[src/rtl/scan_test_ctrl.sv]
// scan_test_ctrl: sequencer for one scan chain. For each test it shifts a
// stimulus pattern in, pulses one functional capture cycle, shifts the
// response out and counts the bits that differ from an expected word.
// Optional MISR signature over the unloaded bits: define SCAN_TEST_MISR_EN.
//
// Handshake: start is a level request, accepted only on an edge where the
// FSM is in IDLE (busy=0 and done=0). Once accepted, pattern/expected are
// latched and may change freely. busy is high from the accepting edge until
// DONE. done pulses for one cycle when the results are valid. start seen in
// any other state, including DONE, is ignored.
module scan_test_ctrl #(
  parameter int CHAIN_LEN = 8,
  parameter int CNT_W     = $clog2(CHAIN_LEN+1)
) (
  input  logic                 clk,
  input  logic                 rst,
  input  logic                 start,
  input  logic [CHAIN_LEN-1:0] pattern,
  input  logic [CHAIN_LEN-1:0] expected,
  input  logic                 scan_out,
  output logic                 scan_en,
  output logic                 scan_in,
  output logic                 busy,
  output logic                 done,
  output logic                 pass,
  output logic [CHAIN_LEN-1:0] response,
  output logic [CNT_W-1:0]     mismatch_cnt,
`ifdef SCAN_TEST_MISR_EN
  output logic [15:0]          signature,
`endif
  output logic [2:0]           state_dbg
);

  typedef enum logic [2:0] {
    S_IDLE    = 3'd0,
    S_LOAD    = 3'd1,
    S_CAPTURE = 3'd2,
    S_UNLOAD  = 3'd3,
    S_DONE    = 3'd4
  } state_t;

  state_t               state;
  state_t               state_next;
  logic [CNT_W-1:0]     cnt;
  logic                 last;
  logic [CHAIN_LEN-1:0] pat_sh;
  logic [CHAIN_LEN-1:0] exp_sh;
  logic [CNT_W-1:0]     mm_next;

  // Shift counter reaches the final bit of a LOAD or UNLOAD phase.
  assign last      = (cnt == CNT_W'(CHAIN_LEN-1));
  // Running mismatch count including the bit sampled on this edge.
  assign mm_next   = mismatch_cnt + CNT_W'(scan_out ^ exp_sh[CHAIN_LEN-1]);
  assign state_dbg = state;

  // State register.
  always_ff @(posedge clk or negedge rst) begin
    if (!rst) state <= S_IDLE;
    else      state <= state_next;
  end

  // Next-state logic: fixed-length phases counted by cnt.
  always_comb begin
    state_next = state;
    case (state)
      S_IDLE:    if (start) state_next = S_LOAD;
      S_LOAD:    if (last)  state_next = S_CAPTURE;
      S_CAPTURE:            state_next = S_UNLOAD;
      S_UNLOAD:  if (last)  state_next = S_DONE;
      S_DONE:               state_next = S_IDLE;
      default:              state_next = S_IDLE;
    endcase
  end

  // Registered outputs and datapath; control outputs follow the next state
  // so they are valid for the whole cycle the FSM spends in that state.
  always_ff @(posedge clk or negedge rst) begin
    if (!rst) begin
      scan_en      <= 1'b0;
      scan_in      <= 1'b0;
      busy         <= 1'b0;
      done         <= 1'b0;
      pass         <= 1'b0;
      response     <= '0;
      mismatch_cnt <= '0;
      cnt          <= '0;
      pat_sh       <= '0;
      exp_sh       <= '0;
    end else begin
      scan_en <= (state_next == S_LOAD) || (state_next == S_UNLOAD);
      busy    <= (state_next == S_LOAD) || (state_next == S_CAPTURE) ||
                 (state_next == S_UNLOAD);
      done    <= (state_next == S_DONE);
      cnt     <= ((state_next == state) && ((state == S_LOAD) || (state == S_UNLOAD)))
                 ? cnt + CNT_W'(1) : '0;
      scan_in <= 1'b0;
      case (state)
        S_IDLE: begin
          if (start) begin
            // MSB goes out first so that it ends up in the last cell.
            scan_in      <= pattern[CHAIN_LEN-1];
            pat_sh       <= {pattern[CHAIN_LEN-2:0], 1'b0};
            exp_sh       <= expected;
            response     <= '0;
            mismatch_cnt <= '0;
            pass         <= 1'b0;
          end
        end
        S_LOAD: begin
          if (!last) begin
            scan_in <= pat_sh[CHAIN_LEN-1];
            pat_sh  <= pat_sh << 1;
          end
        end
        S_UNLOAD: begin
          // Last cell comes out first and lands in the MSB of response.
          response     <= {response[CHAIN_LEN-2:0], scan_out};
          exp_sh       <= exp_sh << 1;
          mismatch_cnt <= mm_next;
          if (last) pass <= (mm_next == '0);
        end
        default: ;
      endcase
    end
  end

`ifdef SCAN_TEST_MISR_EN
  logic        misr_fb;
  logic [15:0] sig_next;

  // CRC-16 step (x^16+x^12+x^5+1) over the current unloaded bit.
  assign misr_fb  = signature[15] ^ scan_out;
  assign sig_next = {signature[14:0], 1'b0} ^ (misr_fb ? 16'h1021 : 16'h0000);

  // MISR register: seeded to zero on accept, stepped on every unload edge.
  always_ff @(posedge clk or negedge rst) begin
    if (!rst) begin
      signature <= 16'h0000;
    end else if ((state == S_IDLE) && start) begin
      signature <= 16'h0000;
    end else if (state == S_UNLOAD) begin
      signature <= sig_next;
    end
  end
`endif

endmodule

[config.mk]
export PLATFORM = sky130hd
export DESIGN_NAME = scan_test_ctrl
export DESIGN_NICKNAME = d
export VERILOG_FILES = /design/src/rtl/scan_test_ctrl.sv
export SDC_FILE = /design/constraint.sdc
export NUM_CORES = 1
export LEC_CHECK = 0
export BUFFER_PORTS_ARGS = -buffer_cell sky130_fd_sc_hd__buf_4
export CAP_MARGIN = 15
export CORE_ASPECT_RATIO = 0.6
export CORE_MARGIN = 1.5
export CORE_UTILIZATION = 56
export CTS_CLUSTER_SIZE = 40
export DETAILED_ROUTE_END_ITERATION = 6
export PLACE_DENSITY = 0.82
export SLEW_MARGIN = 5
export SYNTH_ARGS = -nofsm -noshare
export SYNTH_HDL_FRONTEND = slang
export SYNTH_SLANG_ARGS = --single-unit
[constraint.sdc]
create_clock -name clk -period 3.7 [get_ports clk]
set_input_delay 0.37 -clock clk [delete_from_list [all_inputs] [get_ports clk]]
set_output_delay 0.37 -clock clk [all_outputs]
set_load 0.02 [all_outputs]
==> results.txt <==
The flow ran to the end, and the final reports show no timing, DRC or antenna violations. The worst slack at placement came out at 1.51 ns. The category of the most critical setup path is reg -> reg. In this run the register-to-register setup slack is 1.51 ns. The final design utilization is 71.5%. The worst clock skew on the final layout came out at 0.00474 ns.

The clock insertion delay at the later pin of the skew report came out at 0.28 ns. The number of levels in the clock H-tree is 2. In this run the critical register-to-register path is launched from state_dbg[1]. The TritonCTS clock tree is built. The overall power came out at 1.89 mW.

The area share of the largest cell type after synthesis came out at 56.4%. STA classifies the critical path endpoint as a flip-flop. The via-per-instance ratio is 5.62.

Once detail routing completed, the nets flagged for antenna violations numbered 0. The largest stage delay on the critical path is 0.82 ns. The number of core rows came out at 15. Tracing the worst setup path back leads to its startpoint at state_dbg[1].

The number of maximum-capacitance violations is 0. 0 antenna diodes ended up in the layout. The floorplan step set the die height to 46.1 µm. For this design, the slowest cell found on the critical path is sky130_fd_sc_hd__nor4b_4.

In this run the critical register-to-register path is captured at mismatch_cnt[3]. The maximum clock frequency came out at 456 MHz. The pin count of the biggest net entering global routing came out at 40. The arrival time of the worst setup path came out at 2.37 ns.

The total number of nets in the final design came out at 207. The clock transition at the registers of the reported paths is 0.07 ns. The filler cells instantiated in the layout total 221.

Yosys mapped the design onto 32 distinct sky130hd cell types. The number of vias after detailed routing is 1264. The flop and latch count out of synthesis came out at 39.

In this run the tool buffered the top-level ports with 39 buffer cells. The count of unresolved DRC violations after routing came out at 0. In the layout the commonest cells are sky130_fd_sc_hd__dfrtp_1, sky130_fd_sc_hd__buf_4, sky130_fd_sc_hd__nand2_1, sky130_fd_sc_hd__nor2_1, sky130_fd_sc_hd__a22o_1.

The critical path endpoint is mismatch_cnt[3]. In this run, post-CTS repair resized a total of 0 instances. The signal on the critical path passes through nor4b_4 -> nor2_1 -> a22o_1. The full die area came out at 0.00345 mm². The routability congestion estimate came out at 0.777. The final-layout setup total negative slack came out at 0 ns. The mapped cell area came out at 0.00173 mm². sky130_fd_sc_hd__dfrtp_1 takes more of the synthesized area than any other cell.

The power per standard cell area came out at 910 mW/mm². In the final routed layout, each cell accounts on average for 15.8 µm. The largest driver fanout on the critical path came out at 17. The hold buffer count at cts is 0. The number of primary I/O pins is 40. The final critical-path setup slack is 1.51 ns. The first global-routing pass estimated 5550 µm of wire. The number of buffers added for setup after CTS came out at 0. The clock passes through at most 2 buffers.

The sum of routed wire length over all layers came out at 3560 µm. IR analysis of the VDD net gives a maximum drop of 0.427 mV. The final cycle utilization of the critical path is 59.3%. The mean area per synthesized cell came out at 11.6 µm². Counting cells, the worst reg-to-reg path comes to 3. The die width came out at 74.8 µm. The final hold violation count came to 0. The clock sink count came out at 39.

For the worst setup path, the data required time is 3.87 ns. The count of final max-slew check failures came out at 0. The cell leakage power is 0.970 nW. The clock tree root driver cell is sky130_fd_sc_hd__clkbuf_8.

The number of detailed-route iterations in the first pass came out at 4. Sorting the synthesized cells by area gives the leading types as sky130_fd_sc_hd__dfrtp_1, sky130_fd_sc_hd__a22o_1, sky130_fd_sc_hd__nand2_1, sky130_fd_sc_hd__o221a_1, sky130_fd_sc_hd__nor2_1. In the global route stage, overall resource usage came out at 22.9%.

The via count of the first global-routing pass came out at 1201. The initial cell density of the core came out at 59.5%. The synthesized net count is 172. After layout, the minimum clock period comes to 2.19 ns. Setup repair after global routing left no endpoint under its margin.

In this run the worst hold path is classified as in -> async. The count of yosys warnings during synthesis came out at 0. The relative slew slack came out at 43.4%. The initial antenna violation count is 0. The starting DRC count in detailed routing is 73. The slew at the pin with the worst max-slew slack came out at 0.846 ns. The area inside the core boundary came out at 0.00291 mm².

The layout-stage area growth over the synthesis result came out at 20.1%. The post-detailed-placement half-perimeter wirelength is 2520 µm. Setup violations remaining at the end of the flow were counted as 0. The ratio of cells with drive above 1 in the final layout came out at 26.2%.

STA classifies the critical path startpoint as a flip-flop. The portion of the post-synthesis area used by sequential elements is 56.4%. The final hold slack came out at 0.0453 ns.

The residual overflow from global routing came out at 0. The synthesized instance count is 149. The CTS buffer count came out at 5.
-- per-stage QoR --
step | std cells | area (µm²)
after floorplan | 149 | 1730
after global placement | 219 | 2010
after detailed placement | 219 | 2010
after CTS | 225 | 2080
after global routing | 225 | 2080
final | 225 | 2080
-- critical path, delay by kind of cell (launching register included) --
kind            cells  cell delay (ns)
simple gates        2             1.21
compound gates      1             0.32
flops               1             0.55
-- power by group --
group	internal [mW]	switching, mW	total [mW]	leakage, nW
Combinational	0.392	0.468	0.860	0.460
Sequential	0.614	0.166	0.780	0.473
Clock	0.125	0.126	0.252	0.0371
-- state kept, by name, indices dropped and copies added, names as in the netlist --
signal,flops
pass,1
done,1
cnt,4
busy,1
scan_in,1
state_dbg,3
exp_sh,8
pat_sh,7
scan_en,1
mismatch_cnt,4
response,8
-- cell usage after synthesis --
master	n
sky130_fd_sc_hd__dfrtp_1	39
sky130_fd_sc_hd__nand2_1	20
sky130_fd_sc_hd__nor2_1	14
sky130_fd_sc_hd__a22o_1	12
sky130_fd_sc_hd__a31oi_1	7
sky130_fd_sc_hd__nand2b_1	7
sky130_fd_sc_hd__o221a_1	6
sky130_fd_sc_hd__buf_2	5
sky130_fd_sc_hd__ha_1	3
sky130_fd_sc_hd__nor3_1	3
sky130_fd_sc_hd__xor2_1	3
sky130_fd_sc_hd__a211oi_1	2
sky130_fd_sc_hd__and3b_1	2
sky130_fd_sc_hd__buf_4	2
sky130_fd_sc_hd__buf_6	2
sky130_fd_sc_hd__clkbuf_1	2
sky130_fd_sc_hd__mux2i_1	2
sky130_fd_sc_hd__nand3_1	2
sky130_fd_sc_hd__or3_1	2
sky130_fd_sc_hd__xnor2_1	2
sky130_fd_sc_hd__a21oi_1	1
sky130_fd_sc_hd__a311oi_1	1
sky130_fd_sc_hd__nand2b_2	1
sky130_fd_sc_hd__nand3b_1	1
sky130_fd_sc_hd__nand4b_1	1
sky130_fd_sc_hd__nor3b_1	1
sky130_fd_sc_hd__nor4b_4	1
sky130_fd_sc_hd__o211ai_1	1
sky130_fd_sc_hd__o21ai_0	1
sky130_fd_sc_hd__o31ai_4	1
sky130_fd_sc_hd__o41ai_1	1
sky130_fd_sc_hd__or4b_4	1
-- cell families after synthesis --
kind of cell,Yosys count,synth area share [%]
XOR/XNOR,5,2.53
buffers and inverters,11,4.05
adder cells (fa/ha/maj),3,2.17
AO/OA/AOI/OAI,33,16.6
multiplexers,2,1.16
flip-flops,39,56.4
AND/OR/NAND/NOR,56,17.1
-- area by class of cell --
cell class	count	area [µm²]	area share (%)
Sequential cell	39	976	46.9
Multi-Input combinational cell	99	686	33.0
Timing Repair Buffer	39	293	14.1
Clock buffer	6	72.6	3.49
Tap cell	42	52.6	2.53
-- how the worst min path moves through the flow --
stage,startpoint,slack (ns),end
final,rst,0.05,cnt[1]
after global routing,rst,0.07,pass
after CTS,rst,0.05,mismatch_cnt[2]
after detailed placement,rst,0.36,cnt[0]
after global placement,rst,0.35,cnt[0]
after floorplan,rst,0.07,busy
-- metal layers --
layer  GRT usage [%]  wire length [µm]
met1            30.3              1660
met2            36.1              1640
met3            7.22               230
met4            8.73                31
met5               0                 0
Note: power is estimated with default switching activity, not from simulation.
